$ cat src/rtl/placar_parametrizado.sv
// Parametrised scoreboard core: button presses add or subtract points with saturation,
// a sequential scan finds the leader/tie, and the buzzer pulses on every accepted change.
module placar_parametrizado #(
    parameter int N_TIMES     = 2,
    parameter int W_PONTOS    = 7,
    parameter int MAX_PONTOS  = 127,
    parameter int N_BOTOES    = 3,
    parameter int BUZZ_CICLOS = 4,
    localparam int W_SEL      = ($clog2(N_TIMES) > 1) ? $clog2(N_TIMES) : 1
) (
    input  logic                         clock,
    input  logic                         reset,
    input  logic [N_BOTOES-1:0]          cBotoes,
    input  logic                         chaveNP,
    input  logic [W_SEL-1:0]             chaveTime,
    output logic [N_TIMES*W_PONTOS-1:0]  placar,
    output logic [W_SEL-1:0]             lider,
    output logic                         empate,
    output logic [N_TIMES-1:0]           led,
    output logic                         buzzer,
    output logic                         ocupado,
    output logic                         erro
);

    localparam int W_VAL = $clog2(N_BOTOES + 1);
    localparam int W_CNT = (BUZZ_CICLOS > 1) ? $clog2(BUZZ_CICLOS) : 1;
    localparam int W_EQ  = $clog2(N_TIMES + 1);

    typedef enum logic [1:0] {
        OCIOSO   = 2'd0,
        ATUALIZA = 2'd1,
        COMPARA  = 2'd2
    } estado_t;

    estado_t                state_r;
    estado_t                state_nx_s;

    logic [N_BOTOES-1:0]    prev_r;
    logic [N_BOTOES-1:0]    rise_s;
    logic                   one_hot_s;
    logic                   sel_ok_s;
    logic                   accept_s;
    logic                   reject_s;
    logic [W_VAL-1:0]       btn_val_s;

    logic [W_SEL-1:0]       team_r;
    logic [W_VAL-1:0]       val_r;
    logic                   np_r;

    logic [W_PONTOS-1:0]    score_r [N_TIMES];
    logic [W_PONTOS-1:0]    old_s;
    logic [W_PONTOS-1:0]    new_s;
    logic [W_PONTOS:0]      ext_s;
    logic                   changed_s;

    logic [W_SEL-1:0]       idx_r;
    logic [W_PONTOS-1:0]    max_r;
    logic [W_EQ-1:0]        cnt_eq_r;
    logic [W_SEL-1:0]       lid_r;
    logic [N_TIMES-1:0]     mask_r;
    logic [W_PONTOS-1:0]    scan_s;
    logic [W_PONTOS-1:0]    nx_max_s;
    logic [W_EQ-1:0]        nx_cnt_s;
    logic [W_SEL-1:0]       nx_lid_s;
    logic [N_TIMES-1:0]     nx_mask_s;
    logic                   last_s;

    logic [W_SEL-1:0]       lider_r;
    logic                   empate_r;
    logic [N_TIMES-1:0]     led_r;
    logic                   buzzer_r;
    logic [W_CNT-1:0]       buz_cnt_r;
    logic                   ocupado_r;
    logic                   erro_r;
    logic                   err_pend_r;

    // Press decode: rising edges, single-button check and point value of the pressed button
    always_comb begin
        rise_s    = cBotoes & ~prev_r;
        btn_val_s = {W_VAL{1'b0}};
        for (int i = 0; i < N_BOTOES; i++) begin
            btn_val_s = rise_s[i] ? W_VAL'(i + 1) : btn_val_s;
        end
        one_hot_s = (rise_s != {N_BOTOES{1'b0}}) &&
                    ((rise_s & (rise_s - N_BOTOES'(1))) == {N_BOTOES{1'b0}});
        sel_ok_s  = ({1'b0, chaveTime} < (W_SEL + 1)'(N_TIMES));
        accept_s  = (state_r == OCIOSO) && one_hot_s && sel_ok_s;
        reject_s  = (state_r == OCIOSO) && (rise_s != {N_BOTOES{1'b0}}) && !(one_hot_s && sel_ok_s);
    end

    // Saturating add/subtract, computed one bit wider so the clamp sees the overflow
    always_comb begin
        old_s = score_r[team_r];
        if (np_r) begin
            ext_s = {1'b0, old_s} - (W_PONTOS + 1)'(val_r);
            new_s = ext_s[W_PONTOS] ? {W_PONTOS{1'b0}} : ext_s[W_PONTOS-1:0];
        end else begin
            ext_s = {1'b0, old_s} + (W_PONTOS + 1)'(val_r);
            new_s = (ext_s > (W_PONTOS + 1)'(MAX_PONTOS)) ? W_PONTOS'(MAX_PONTOS)
                                                          : ext_s[W_PONTOS-1:0];
        end
        changed_s = (state_r == ATUALIZA) && (new_s != old_s);
    end

    // Scan step: fold one team into the running maximum, tie count and leader mask
    always_comb begin
        scan_s    = score_r[idx_r];
        last_s    = (idx_r == W_SEL'(N_TIMES - 1));
        nx_max_s  = max_r;
        nx_cnt_s  = cnt_eq_r;
        nx_lid_s  = lid_r;
        nx_mask_s = mask_r;
        if ((idx_r == {W_SEL{1'b0}}) || (scan_s > max_r)) begin
            nx_max_s  = scan_s;
            nx_cnt_s  = W_EQ'(1);
            nx_lid_s  = idx_r;
            nx_mask_s = N_TIMES'(1) << idx_r;
        end else if (scan_s == max_r) begin
            nx_cnt_s  = cnt_eq_r + W_EQ'(1);
            nx_mask_s = mask_r | (N_TIMES'(1) << idx_r);
        end else begin
            nx_max_s  = max_r;
        end
    end

    // Next-state logic
    always_comb begin
        state_nx_s = state_r;
        case (state_r)
            OCIOSO:   state_nx_s = accept_s ? ATUALIZA : OCIOSO;
            ATUALIZA: state_nx_s = COMPARA;
            COMPARA:  state_nx_s = last_s ? OCIOSO : COMPARA;
            default:  state_nx_s = OCIOSO;
        endcase
    end

    // State register and edge-detect history (history loads even during reset)
    always_ff @(posedge clock) begin
        prev_r <= cBotoes;
        if (reset) begin
            state_r   <= OCIOSO;
            ocupado_r <= 1'b0;
        end else begin
            state_r   <= state_nx_s;
            ocupado_r <= (state_nx_s != OCIOSO);
        end
    end

    // Press latch, score update and error pulse
    always_ff @(posedge clock) begin
        if (reset) begin
            team_r     <= {W_SEL{1'b0}};
            val_r      <= {W_VAL{1'b0}};
            np_r       <= 1'b0;
            err_pend_r <= 1'b0;
            erro_r     <= 1'b0;
            for (int t = 0; t < N_TIMES; t++) begin
                score_r[t] <= {W_PONTOS{1'b0}};
            end
        end else begin
            if (accept_s) begin
                team_r <= chaveTime;
                val_r  <= btn_val_s;
                np_r   <= chaveNP;
            end
            if (state_r == ATUALIZA) begin
                score_r[team_r] <= new_s;
            end
            err_pend_r <= reject_s;
            erro_r     <= err_pend_r;
        end
    end

    // Buzzer: a change reloads the full pulse length, otherwise count down
    always_ff @(posedge clock) begin
        if (reset) begin
            buzzer_r  <= 1'b0;
            buz_cnt_r <= {W_CNT{1'b0}};
        end else if (changed_s) begin
            buzzer_r  <= 1'b1;
            buz_cnt_r <= W_CNT'(BUZZ_CICLOS - 1);
        end else if (buz_cnt_r != {W_CNT{1'b0}}) begin
            buzzer_r  <= 1'b1;
            buz_cnt_r <= buz_cnt_r - W_CNT'(1);
        end else begin
            buzzer_r  <= 1'b0;
        end
    end

    // Sequential comparator; leader outputs change only at the final scan step
    always_ff @(posedge clock) begin
        if (reset) begin
            idx_r    <= {W_SEL{1'b0}};
            max_r    <= {W_PONTOS{1'b0}};
            cnt_eq_r <= {W_EQ{1'b0}};
            lid_r    <= {W_SEL{1'b0}};
            mask_r   <= {N_TIMES{1'b0}};
            lider_r  <= {W_SEL{1'b0}};
            empate_r <= 1'b1;
            led_r    <= {N_TIMES{1'b1}};
        end else if (state_r == ATUALIZA) begin
            idx_r <= {W_SEL{1'b0}};
        end else if (state_r == COMPARA) begin
            idx_r    <= idx_r + W_SEL'(1);
            max_r    <= nx_max_s;
            cnt_eq_r <= nx_cnt_s;
            lid_r    <= nx_lid_s;
            mask_r   <= nx_mask_s;
            if (last_s) begin
                lider_r  <= nx_lid_s;
                empate_r <= (nx_cnt_s >= W_EQ'(2));
                led_r    <= nx_mask_s;
            end
        end else begin
            idx_r <= idx_r;
        end
    end

    for (genvar t = 0; t < N_TIMES; t++) begin : g_placar
        assign placar[t*W_PONTOS +: W_PONTOS] = score_r[t];
    end

    assign lider   = lider_r;
    assign empate  = empate_r;
    assign led     = led_r;
    assign buzzer  = buzzer_r;
    assign ocupado = ocupado_r;
    assign erro    = erro_r;

endmodule

$ cat config.mk
export PLATFORM = sky130hd
export DESIGN_NAME = placar_parametrizado
export DESIGN_NICKNAME = d
export VERILOG_FILES = /design/src/rtl/placar_parametrizado.sv
export SDC_FILE = /design/constraint.sdc
export NUM_CORES = 1
export LEC_CHECK = 0
export CAP_MARGIN = 20
export CORE_MARGIN = 1.5
export CORE_UTILIZATION = 57
export DETAILED_ROUTE_END_ITERATION = 6
export MAX_ROUTING_LAYER = met4
export PLACE_DENSITY = 0.8
export SYNTH_ARGS = -nofsm -noshare
export SYNTH_HDL_FRONTEND = slang
export SYNTH_SLANG_ARGS = --single-unit
export TNS_END_PERCENT = 100
$ cat constraint.sdc
create_clock -name clock -period 3.1 [get_ports clock]
set_clock_uncertainty 0.15 [all_clocks]
set_input_delay 0.62 -clock clock [delete_from_list [all_inputs] [get_ports clock]]
set_output_delay 0.62 -clock clock [all_outputs]
set_load 0.02 [all_outputs]
==> flow_metrics.py, run 1 <==
metrics = {
    "run_status": {
        "status": "complete, no violations",
    },
    "placement": {
        "gp_congestion": 0.860,
        "pre_cts_slack_ns": 0.403,
        "placedCellCount": 392,
        "port_buffers": 27,
        "postPlaceCellArea_mm2": 0.00315,
        "place_hpwl_um": 4530,
    },
    "setup_path": {
        "critPathRequiredTime_ns": 3.02,
        "start_kind": "flip-flop",
        "crit_arrival_ns": 2.67,
        "crit_path_top_delay_cell": "fa_1",
        "critPathKind": "flip-flop to flip-flop",
        "end_kind": "flip-flop",
        "critPathMaxStageDelay_ns": 0.47,
        "crit_path_max_fanout": 6,
        "crit_chain": "mux2_2 -> inv_1 -> ha_1 -> inv_1 -> fa_1 -> a21oi_1 -> a31oi_1 -> o21ai_1 -> o21ai_1 -> nor2b_1",
    },
    "cts": {
        "cts_hold_buf": 0,
        "ctsResizeCount": 0,
        "clock_path_buffers": 2,
        "clk_latency_ns": 0.31,
        "cts_max_level": 2,
        "path_clk_slew_ns": 0.10,
        "tritoncts": "built",
        "cts.sinks": 48,
        "post_cts_buffers": 0,
        "root_buffer": "clkbuf_8",
        "cts_made_buffers": 5,
    },
    "route": {
        "first_pass_iters": 5,
        "vias": 2353,
        "post-route-drc-count": 0,
        "routedWlPerCell_um": 15.4,
        "antenna_left": 0,
        "wl_um": 6170,
        "viasPerCell": 5.88,
        "drtIter0Drc": 177,
    },
    "hold_path": {
        "hold_class": "flip-flop to flip-flop",
    },
    "floorplanning": {
        "ios": 28,
        "die_area_mm2": 0.00540,
        "die_x_um": 73.5,
        "rows": 25,
        "initial_core_util_pct": 59.6,
        "core_area_mm2": 0.00475,
        "chipHeight_um": 73.5,
    },
    "cells_and_area": {
        "seqCellArea_mm2": 0.00110,
        "fillers": 404,
        "final_nets": 354,
        "final_cell_mix": "nor2_1, dfxtp_1, clkdlybuf4s50_1",
        "final_area_mm2": 0.00326,
        "drive_above_1_share_pct": 9.91,
        "fin_util_pct": 68.5,
        "area_growth_pct": 15.1,
        "multi_input_area_mm2": 0.00161,
        "layoutNonFillerInstCount": 400,
        "n_antenna_cell": 0,
        "final_common_cell": "nor2_1",
    },
    "yosys": {
        "synth-edff-count": 14,
        "synth_area_mm2": 0.00283,
        "synth.distinct_cells": 56,
        "ys_seq_elements": 48,
        "async_reset_ff_share_pct": 0,
        "synth_nets": 331,
        "avgSynthCellArea_um2": 9.16,
        "synthFlopType": "dfxtp_1",
        "syn-instance-count": 309,
        "ys_warn_count": 0,
        "yosysSeqAreaShare_pct": 38.9,
    },
    "global_route": {
        "antenna_found_initial": 0,
        "first_global_vias": 2198,
        "grt_max_degree": 21,
        "overflow": 0,
        "grt_pass1_wl_um": 10200,
        "grt_usage_pct": 25.5,
    },
    "timing": {
        "hold_violations": 0,
        "tns_ns": 0,
        "period_minus_slack_ns": 2.75,
        "relSlewSlack_pct": 58.4,
        "fin_hold_ws_ns": 0.312,
        "maxSlewViolCount": 0,
        "setup_viol": 0,
        "postLayoutSetupSlackWorst_ns": 0.349,
        "max_freq_mhz": 364,
        "worstMarginPinSlew_ns": 0.623,
        "finalCritPeriodShare_pct": 88.7,
        "rsz0062_at_grt": "false",
    },
    "power": {
        "vdd_ir_drop_max_v": 0.000396,
        "power_density_mw_per_mm2": 526,
        "fin_total_pwr_mw": 1.71,
        "leakagePower_nw": 1.21,
    },
    "run": {
        "maxCapViolations": 0,
    },
}
## state kept, by name, indices dropped and copies added (netlist names), 2 cells and up, named ones only
register	count
mask_r	2
cnt_eq_r	2
prev_r	3
val_r	2
buz_cnt_r	2
score_r	14
led	2
state_r	2
max_r	7
## cells by family after synthesis
| logic type | after synthesis | share of synthesized area [%] |
|---|---|---|
| simple gates | 108 | 19.8 |
| compound gates | 73 | 17.5 |
| flops | 48 | 38.9 |
| buf+inv | 31 | 4.37 |
| mux | 25 | 9.41 |
| fa+ha+maj | 15 | 7.16 |
| xor+xnor | 9 | 2.78 |
## per-layer routing
layer | wire length [um] | share of wire [%] | vias up | GRT usage [%]
li1 | - | - | 1146 | -
met1 | 2820 | 46 | 1108 | 32.1
met2 | 2930 | 47 | 85 | 40.7
met3 | 305 | 4.9 | 14 | 5.08
met4 | 123 | 2.0 | 0 | 9.26
met5 | 0 | 0 | - | -
## report_power, final
part           internal (mW)  switching, mW
logic                  0.236          0.284
clock network          0.211          0.233
registers              0.698         0.0505
## layout make-up
type	count	share of cell area, %
flip-flops and latches	48	33.8
clock inverters	2	0.499
multi-input cells	230	49.3
clock buffers	6	2.88
well taps	67	2.57
repair buffers	30	8.99
inverters	17	1.96
## final timing paths
check | from | end | slack, ns | depth (start not counted)
worst min-delay path | err_pend_r | erro | 0.31 | 1
worst max-delay path | score_r[1][0] | score_r[1][6] | 0.35 | 10
worst min register to register | err_pend_r | erro | 0.31 | 1
worst max register to register | score_r[1][0] | score_r[1][6] | 0.35 | 10
## synth_stat cells (4+ instances only)
master | instances | share of area [%]
a21o_1 | 6 | 1.6
inv_1 | 16 | 2.1
clkbuf_1 | 10 | 1.3
nand2_1 | 12 | 1.6
nand3_1 | 7 | 1.2
nor3_1 | 6 | 1.1
nor2_1 | 38 | 5.0
mux2_2 | 9 | 3.6
xor2_1 | 5 | 1.5
dfxtp_1 | 34 | 24
o21ai_0 | 9 | 1.6
a21oi_1 | 24 | 4.2
mux2i_1 | 15 | 5.3
a31oi_1 | 7 | 1.5
nor2b_1 | 12 | 2.7
nand2b_1 | 10 | 2.2
nand3b_1 | 4 | 1.1
edfxtp_1 | 14 | 15
xnor2_1 | 4 | 1.2
ha_1 | 13 | 5.7
## worst max-delay path: cells and delay by family, from the launching register on
family | cells | cell delay (ns)
simple gates | 1 | 0.16
compound gates | 4 | 0.62
fa+ha+maj | 2 | 0.64
flops | 1 | 0.44
buf+inv | 2 | 0.15
mux | 1 | 0.36
Note: power is estimated with default switching activity, not from simulation.
==> run 2: changes to the inputs <==
--- a/config.mk
+++ b/config.mk
@@ -6,7 +6,6 @@
 export NUM_CORES = 1
 export LEC_CHECK = 0
 export CAP_MARGIN = 20
-export CORE_MARGIN = 1.5
 export CORE_UTILIZATION = 57
 export DETAILED_ROUTE_END_ITERATION = 6
 export MAX_ROUTING_LAYER = met4
==> run 2 against run 1 <==
  * Non-clock buffer count fell by 1
  * Clock power shrank 1%
  * Setup slack lost 0.031 ns
  * Largest power group unchanged
  * Routed wire length is 2.8% lower
  * Flip-flop and latch count unchanged
  * Global-route usage increased by 0.50 points
  * Power fell by 0.75%
  * Highest routed layer unchanged
  * Die area decreased by 2.7%
  * First-iteration DRC count is 7.9% higher
  * Count of clock-buffer cells in the layout unchanged
  * Largest cell class unchanged
==> flow_metrics.py, run 2 (synthesis gave the netlist of run 1 again) <==
metrics = {
    "run_status": {
        "status": "complete, no violations",
    },
    "global_route": {
        "overflow": 0,
        "first_global_vias": 2213,
        "antenna_found_initial": 0,
        "grt_usage_pct": 26.0,
        "grt_pass1_wl_um": 10100,
        "grt_max_degree": 31,
    },
    "floorplanning": {
        "core_area_mm2": 0.00475,
        "die_area_mm2": 0.00525,
        "chipHeight_um": 72.5,
        "rows": 25,
        "die_x_um": 72.5,
        "ios": 28,
        "initial_core_util_pct": 59.6,
    },
    "cells_and_area": {
        "area_growth_pct": 14.8,
        "regMostFlops": "score_r",
        "reg.largest.list": "score_r x14, max_r x7, prev_r x3",
        "final_cell_mix": "nor2_1, dfxtp_1, clkdlybuf4s50_1",
        "final_common_cell": "nor2_1",
        "fillers": 384,
        "drive_above_1_share_pct": 9.64,
        "final_nets": 353,
        "largest_reg_flops": 14,
        "n_antenna_cell": 0,
        "fin_util_pct": 68.4,
    },
    "setup_path": {
        "critPathKind": "flip-flop to flip-flop",
        "r2r_setup_slack_ns": 0.32,
        "end_kind": "flip-flop",
        "crit_arrival_ns": 2.68,
        "start_kind": "flip-flop",
        "regToRegEndpoint": "score_r[0][6]",
        "critPathRequiredTime_ns": 3.00,
        "rr_worst_depth": 10,
        "crit_path_max_fanout": 6,
    },
    "timing": {
        "max_freq_mhz": 360,
        "setup_viol": 0,
        "hold_violations": 0,
        "rsz0062_at_grt": "false",
        "tns_ns": 0,
        "period_minus_slack_ns": 2.78,
        "maxSlewViolCount": 0,
        "worstMarginPinSlew_ns": 0.604,
        "relSlewSlack_pct": 59.7,
        "finalCritPeriodShare_pct": 89.7,
    },
    "placement": {
        "gp_congestion": 0.864,
        "place_hpwl_um": 4400,
        "port_buffers": 27,
    },
    "cts": {
        "cts_max_level": 2,
        "ctsResizeCount": 0,
        "cts_hold_buf": 0,
        "path_clk_slew_ns": 0.09,
        "cts_made_buffers": 5,
        "clk_latency_ns": 0.31,
        "clock_path_buffers": 2,
        "tritoncts": "built",
        "root_buffer": "clkbuf_8",
        "post_cts_buffers": 0,
        "cts.sinks": 48,
    },
    "power": {
        "pwr-share-clk_pct": 25.7,
        "power_density_mw_per_mm2": 523,
        "leakagePower_nw": 1.21,
        "switching_share_pct": 32.7,
        "pwr-share-seq_pct": 44.1,
        "intPower_mw": 1.14,
        "pwr-share-comb_pct": 30.2,
        "fin_total_pwr_mw": 1.70,
        "vdd_ir_drop_max_v": 0.000418,
        "p_switching_mw": 0.556,
    },
    "route": {
        "drtIter0Drc": 191,
        "viasPerCell": 5.79,
        "vias": 2309,
        "post-route-drc-count": 0,
        "first_pass_iters": 4,
        "antenna_left": 0,
        "wl_um": 6000,
        "routedWlPerCell_um": 15.0,
    },
    "hold_path": {
        "holdCritStartpoint": "err_pend_r",
        "hold_class": "flip-flop to flip-flop",
        "whs_path_depth": 1,
        "hold_end": "erro",
    },
    "run": {
        "maxCapViolations": 0,
    },
}
==> run 2: layout make-up <==
class	instances	area (um^2)	share of cell area (%)
Inverter	17	63.8	1.96
Clock buffer	6	93.8	2.89
Clock inverter	2	17.5	0.539
Tap cell	67	83.8	2.58
Sequential cell	48	1100	33.9
Timing Repair Buffer	29	285	8.77
Multi-Input combinational cell	230	1610	49.4
==> run 2: worst max path at each step <==
stage                         start       endpoint  slack (ns)
after floorplan           flip-flop   buz_cnt_r[0]        0.38
after global placement    flip-flop       max_r[3]        0.43
after detailed placement  flip-flop  score_r[0][6]        0.35
after CTS                 flip-flop  score_r[0][6]        0.35
after global routing      flip-flop       max_r[0]        0.14
final                     flip-flop  score_r[0][6]        0.32
==> run 2: power by group through the flow <==
stage	registers [mW]	clock network [mW]	logic, mW
floorplan	0.764	0	0.380
global placement	0.760	0	0.498
detailed placement	0.762	0	0.510
CTS	0.749	0.445	0.514
global route	0.757	0.465	0.573
finish	0.749	0.438	0.514
==> run 2: worst max-delay path: stages, from the launching register on <==
cell and delay, ns:
dfxtp_1 0.39, mux2_2 0.43, inv_1 0.08, ha_1 0.17, inv_1 0.06, fa_1 0.46
a21oi_1 0.23, a31oi_1 0.11, o21ai_1 0.16, o21ai_1 0.10, nor2b_1 0.17
==> run 2: through the flow <==
stage / hold WS [ns] / std cells / cell area [um^2] / worst slack (ns)
floorplan: 0.264 / 309 / 2830 / 0.381
global placement: 0.294 / 391 / 3140 / 0.429
detailed placement: 0.289 / 391 / 3140 / 0.350
CTS: 0.313 / 399 / 3250 / 0.347
global route: 0.324 / 399 / 3250 / 0.137
finish: 0.313 / 399 / 3250 / 0.319
==> run 2: metal layers <==
layer / wire length, um / up-vias / part of all wire, % / global-route usage [%]
li1: - / 1157 / - / -
met2: 2870 / 72 / 48 / 42.3
met5: 0 / - / 0 / -
met1: 2660 / 1070 / 44 / 31.7
met4: 118 / 0 / 2.0 / 10.9
met3: 355 / 10 / 5.9 / 5.00
==> run 3: changes to the inputs <==
--- a/config.mk
+++ b/config.mk
@@ -8,6 +8,7 @@
 export CAP_MARGIN = 20
 export CORE_UTILIZATION = 57
 export DETAILED_ROUTE_END_ITERATION = 6
+export GPL_TIMING_DRIVEN = 0
 export MAX_ROUTING_LAYER = met4
 export PLACE_DENSITY = 0.8
 export SYNTH_ARGS = -nofsm -noshare
==> run 3 against run 2 <==
  * Power is 6.3% higher
  * Flip-flop and latch count stayed put
  * Count of clock-buffer cells in the layout stayed put
  * Fmax is 5.4% lower
  * Routed wire length is 6.0% higher
  * Sequential share of layout area is 0.84 points lower
  * Clock power is 19% higher
  * First-iteration DRC count is 13% higher
  * Via count is 4.5% higher
  * Cell area is 2.7% higher
==> flow_metrics.py, run 3 (synthesis gave the netlist of run 1 again) <==
metrics = {
    "cts": {
        "path_clk_slew_ns": 0.10,
        "cts_max_level": 2,
        "cts_made_buffers": 5,
        "clk_latency_ns": 0.31,
        "cts.sinks": 48,
        "root_buffer": "clkbuf_8",
        "clock_path_buffers": 2,
        "tritoncts": "built",
        "cts_hold_buf": 0,
    },
    "floorplanning": {
        "rows": 25,
        "initial_core_util_pct": 59.6,
        "core_area_mm2": 0.00475,
        "chipHeight_um": 72.5,
        "die_area_mm2": 0.00525,
        "die_x_um": 72.5,
        "ios": 28,
    },
    "timing": {
        "period_minus_slack_ns": 2.94,
        "setup_viol": 0,
        "worstMarginPinSlew_ns": 0.560,
        "relSlewSlack_pct": 62.7,
        "max_freq_mhz": 340,
        "fin_hold_ws_ns": 0.309,
        "finalCritPeriodShare_pct": 94.8,
        "rsz0062_at_grt": "true",
        "tns_ns": 0,
        "postLayoutSetupSlackWorst_ns": 0.160,
        "maxSlewViolCount": 0,
        "hold_violations": 0,
    },
    "hold_path": {
        "hold_class": "flip-flop to flip-flop",
        "holdCritStartpoint": "err_pend_r",
    },
    "power": {
        "vdd_ir_drop_max_v": 0.000374,
        "leakagePower_nw": 1.24,
        "power_density_mw_per_mm2": 542,
        "fin_total_pwr_mw": 1.81,
    },
    "placement": {
        "placedCellCount": 402,
        "port_buffers": 26,
        "place_hpwl_um": 4580,
        "pre_cts_slack_ns": -0.0968,
        "postPlaceCellArea_mm2": 0.00318,
        "gp_congestion": 0.876,
    },
    "cells_and_area": {
        "area_growth_pct": 17.9,
        "final_area_mm2": 0.00334,
        "regMostFlops": "score_r",
        "drive_above_1_share_pct": 11.0,
        "n_antenna_cell": 0,
        "final_cell_mix": "nor2_1, dfxtp_1, clkdlybuf4s50_1",
        "largest_reg_flops": 14,
        "fin_util_pct": 70.2,
        "fillers": 384,
        "final_common_cell": "nor2_1",
        "final_nets": 366,
        "reg.largest.list": "score_r x14, max_r x7, prev_r x3",
        "layoutNonFillerInstCount": 412,
    },
    "global_route": {
        "grt_usage_pct": 27.5,
        "grt_pass1_wl_um": 10700,
        "antenna_found_initial": 0,
        "grt_max_degree": 17,
        "first_global_vias": 2291,
        "overflow": 0,
    },
    "setup_path": {
        "start_kind": "flip-flop",
        "critPathKind": "flip-flop to flip-flop",
        "critPathRequiredTime_ns": 3.15,
        "crit_path_max_fanout": 9,
        "crit_family": "multiplexers",
        "path_buf_inv": 2,
        "critPathMaxStageDelay_ns": 0.42,
        "crit_path_top_delay_cell": "mux2_2",
        "crit_chain": "clkbuf_1 -> mux2_2 -> ha_1 -> nand4_1 -> or2_2 -> buf_2 -> o311ai_2 -> a31oi_4 -> mux2i_1 -> nor2_1",
        "end_kind": "flip-flop",
        "crit_arrival_ns": 2.99,
    },
    "route": {
        "first_pass_iters": 5,
        "vias": 2414,
        "viasPerCell": 5.86,
        "drtIter0Drc": 215,
        "post-route-drc-count": 0,
        "wl_um": 6360,
        "antenna_left": 0,
        "routedWlPerCell_um": 15.4,
    },
    "run_status": {
        "status": "complete, no violations",
    },
    "run": {
        "maxCapViolations": 0,
    },
}
-- run 3: cell count changes in the layout (fill, tap and decap cells not counted), sizes merged --
| cell | delta |
|---|---|
| buf | +4 |
| bufinv | +1 |
| clkbuf | +10 |
| clkdlybuf4s50 | -1 |
| clkinv | -2 |
| inv | +1 |
-- run 3: power breakdown --
part	leakage [nW]	switching, mW	internal, mW
clock network	0.0669	0.230	0.292
logic	0.753	0.302	0.246
registers	0.424	0.0386	0.699
-- run 3: cell type report --
class                   count  area [um^2]  area share, %
repair buffers             28          275           8.25
clock buffers               6         93.8           2.81
inverters                  17         63.8           1.91
flip-flops and latches     48         1100           33.0
well taps                  67         83.8           2.51
clock inverters             2         38.8           1.16
plain buffers              14         66.3           1.99
multi-input cells         230         1610           48.4
-- run 3: per-layer routing --
metal	share of wire [%]	routed length (um)	GRT usage, %
met1	45	2880	35.4
met2	48	3060	43.2
met3	4.6	291	4.17
met4	1.9	120	11.5
met5	0	0	-
-- run 3: final timing paths --
check        cells past startpoint        to  slack [ns]
max                             10  max_r[6]        0.16
max reg2reg                     10  max_r[6]        0.16
min reg2reg                      1      erro        0.31
min                              1      erro        0.31
-- run 3: worst reg2reg max path: cells and delay by family (launching register included) --
kind / cells / cell delay [ns]
multiplexers: 2 / 0.68
AO/OA/AOI/OAI: 2 / 0.59
buffers and inverters: 2 / 0.50
adder cells (fa/ha/maj): 1 / 0.33
flip-flops: 1 / 0.32
AND/OR/NAND/NOR: 3 / 0.26
-- run 3: repair_timing --
| action | in CTS | in global routing |
|---|---|---|
| buffers inserted | 2 | 0 |
| pin swaps | 1 | 1 |
| setup endpoints to repair | 4 | 23 |
| gates resized for setup | 0 | 6 |
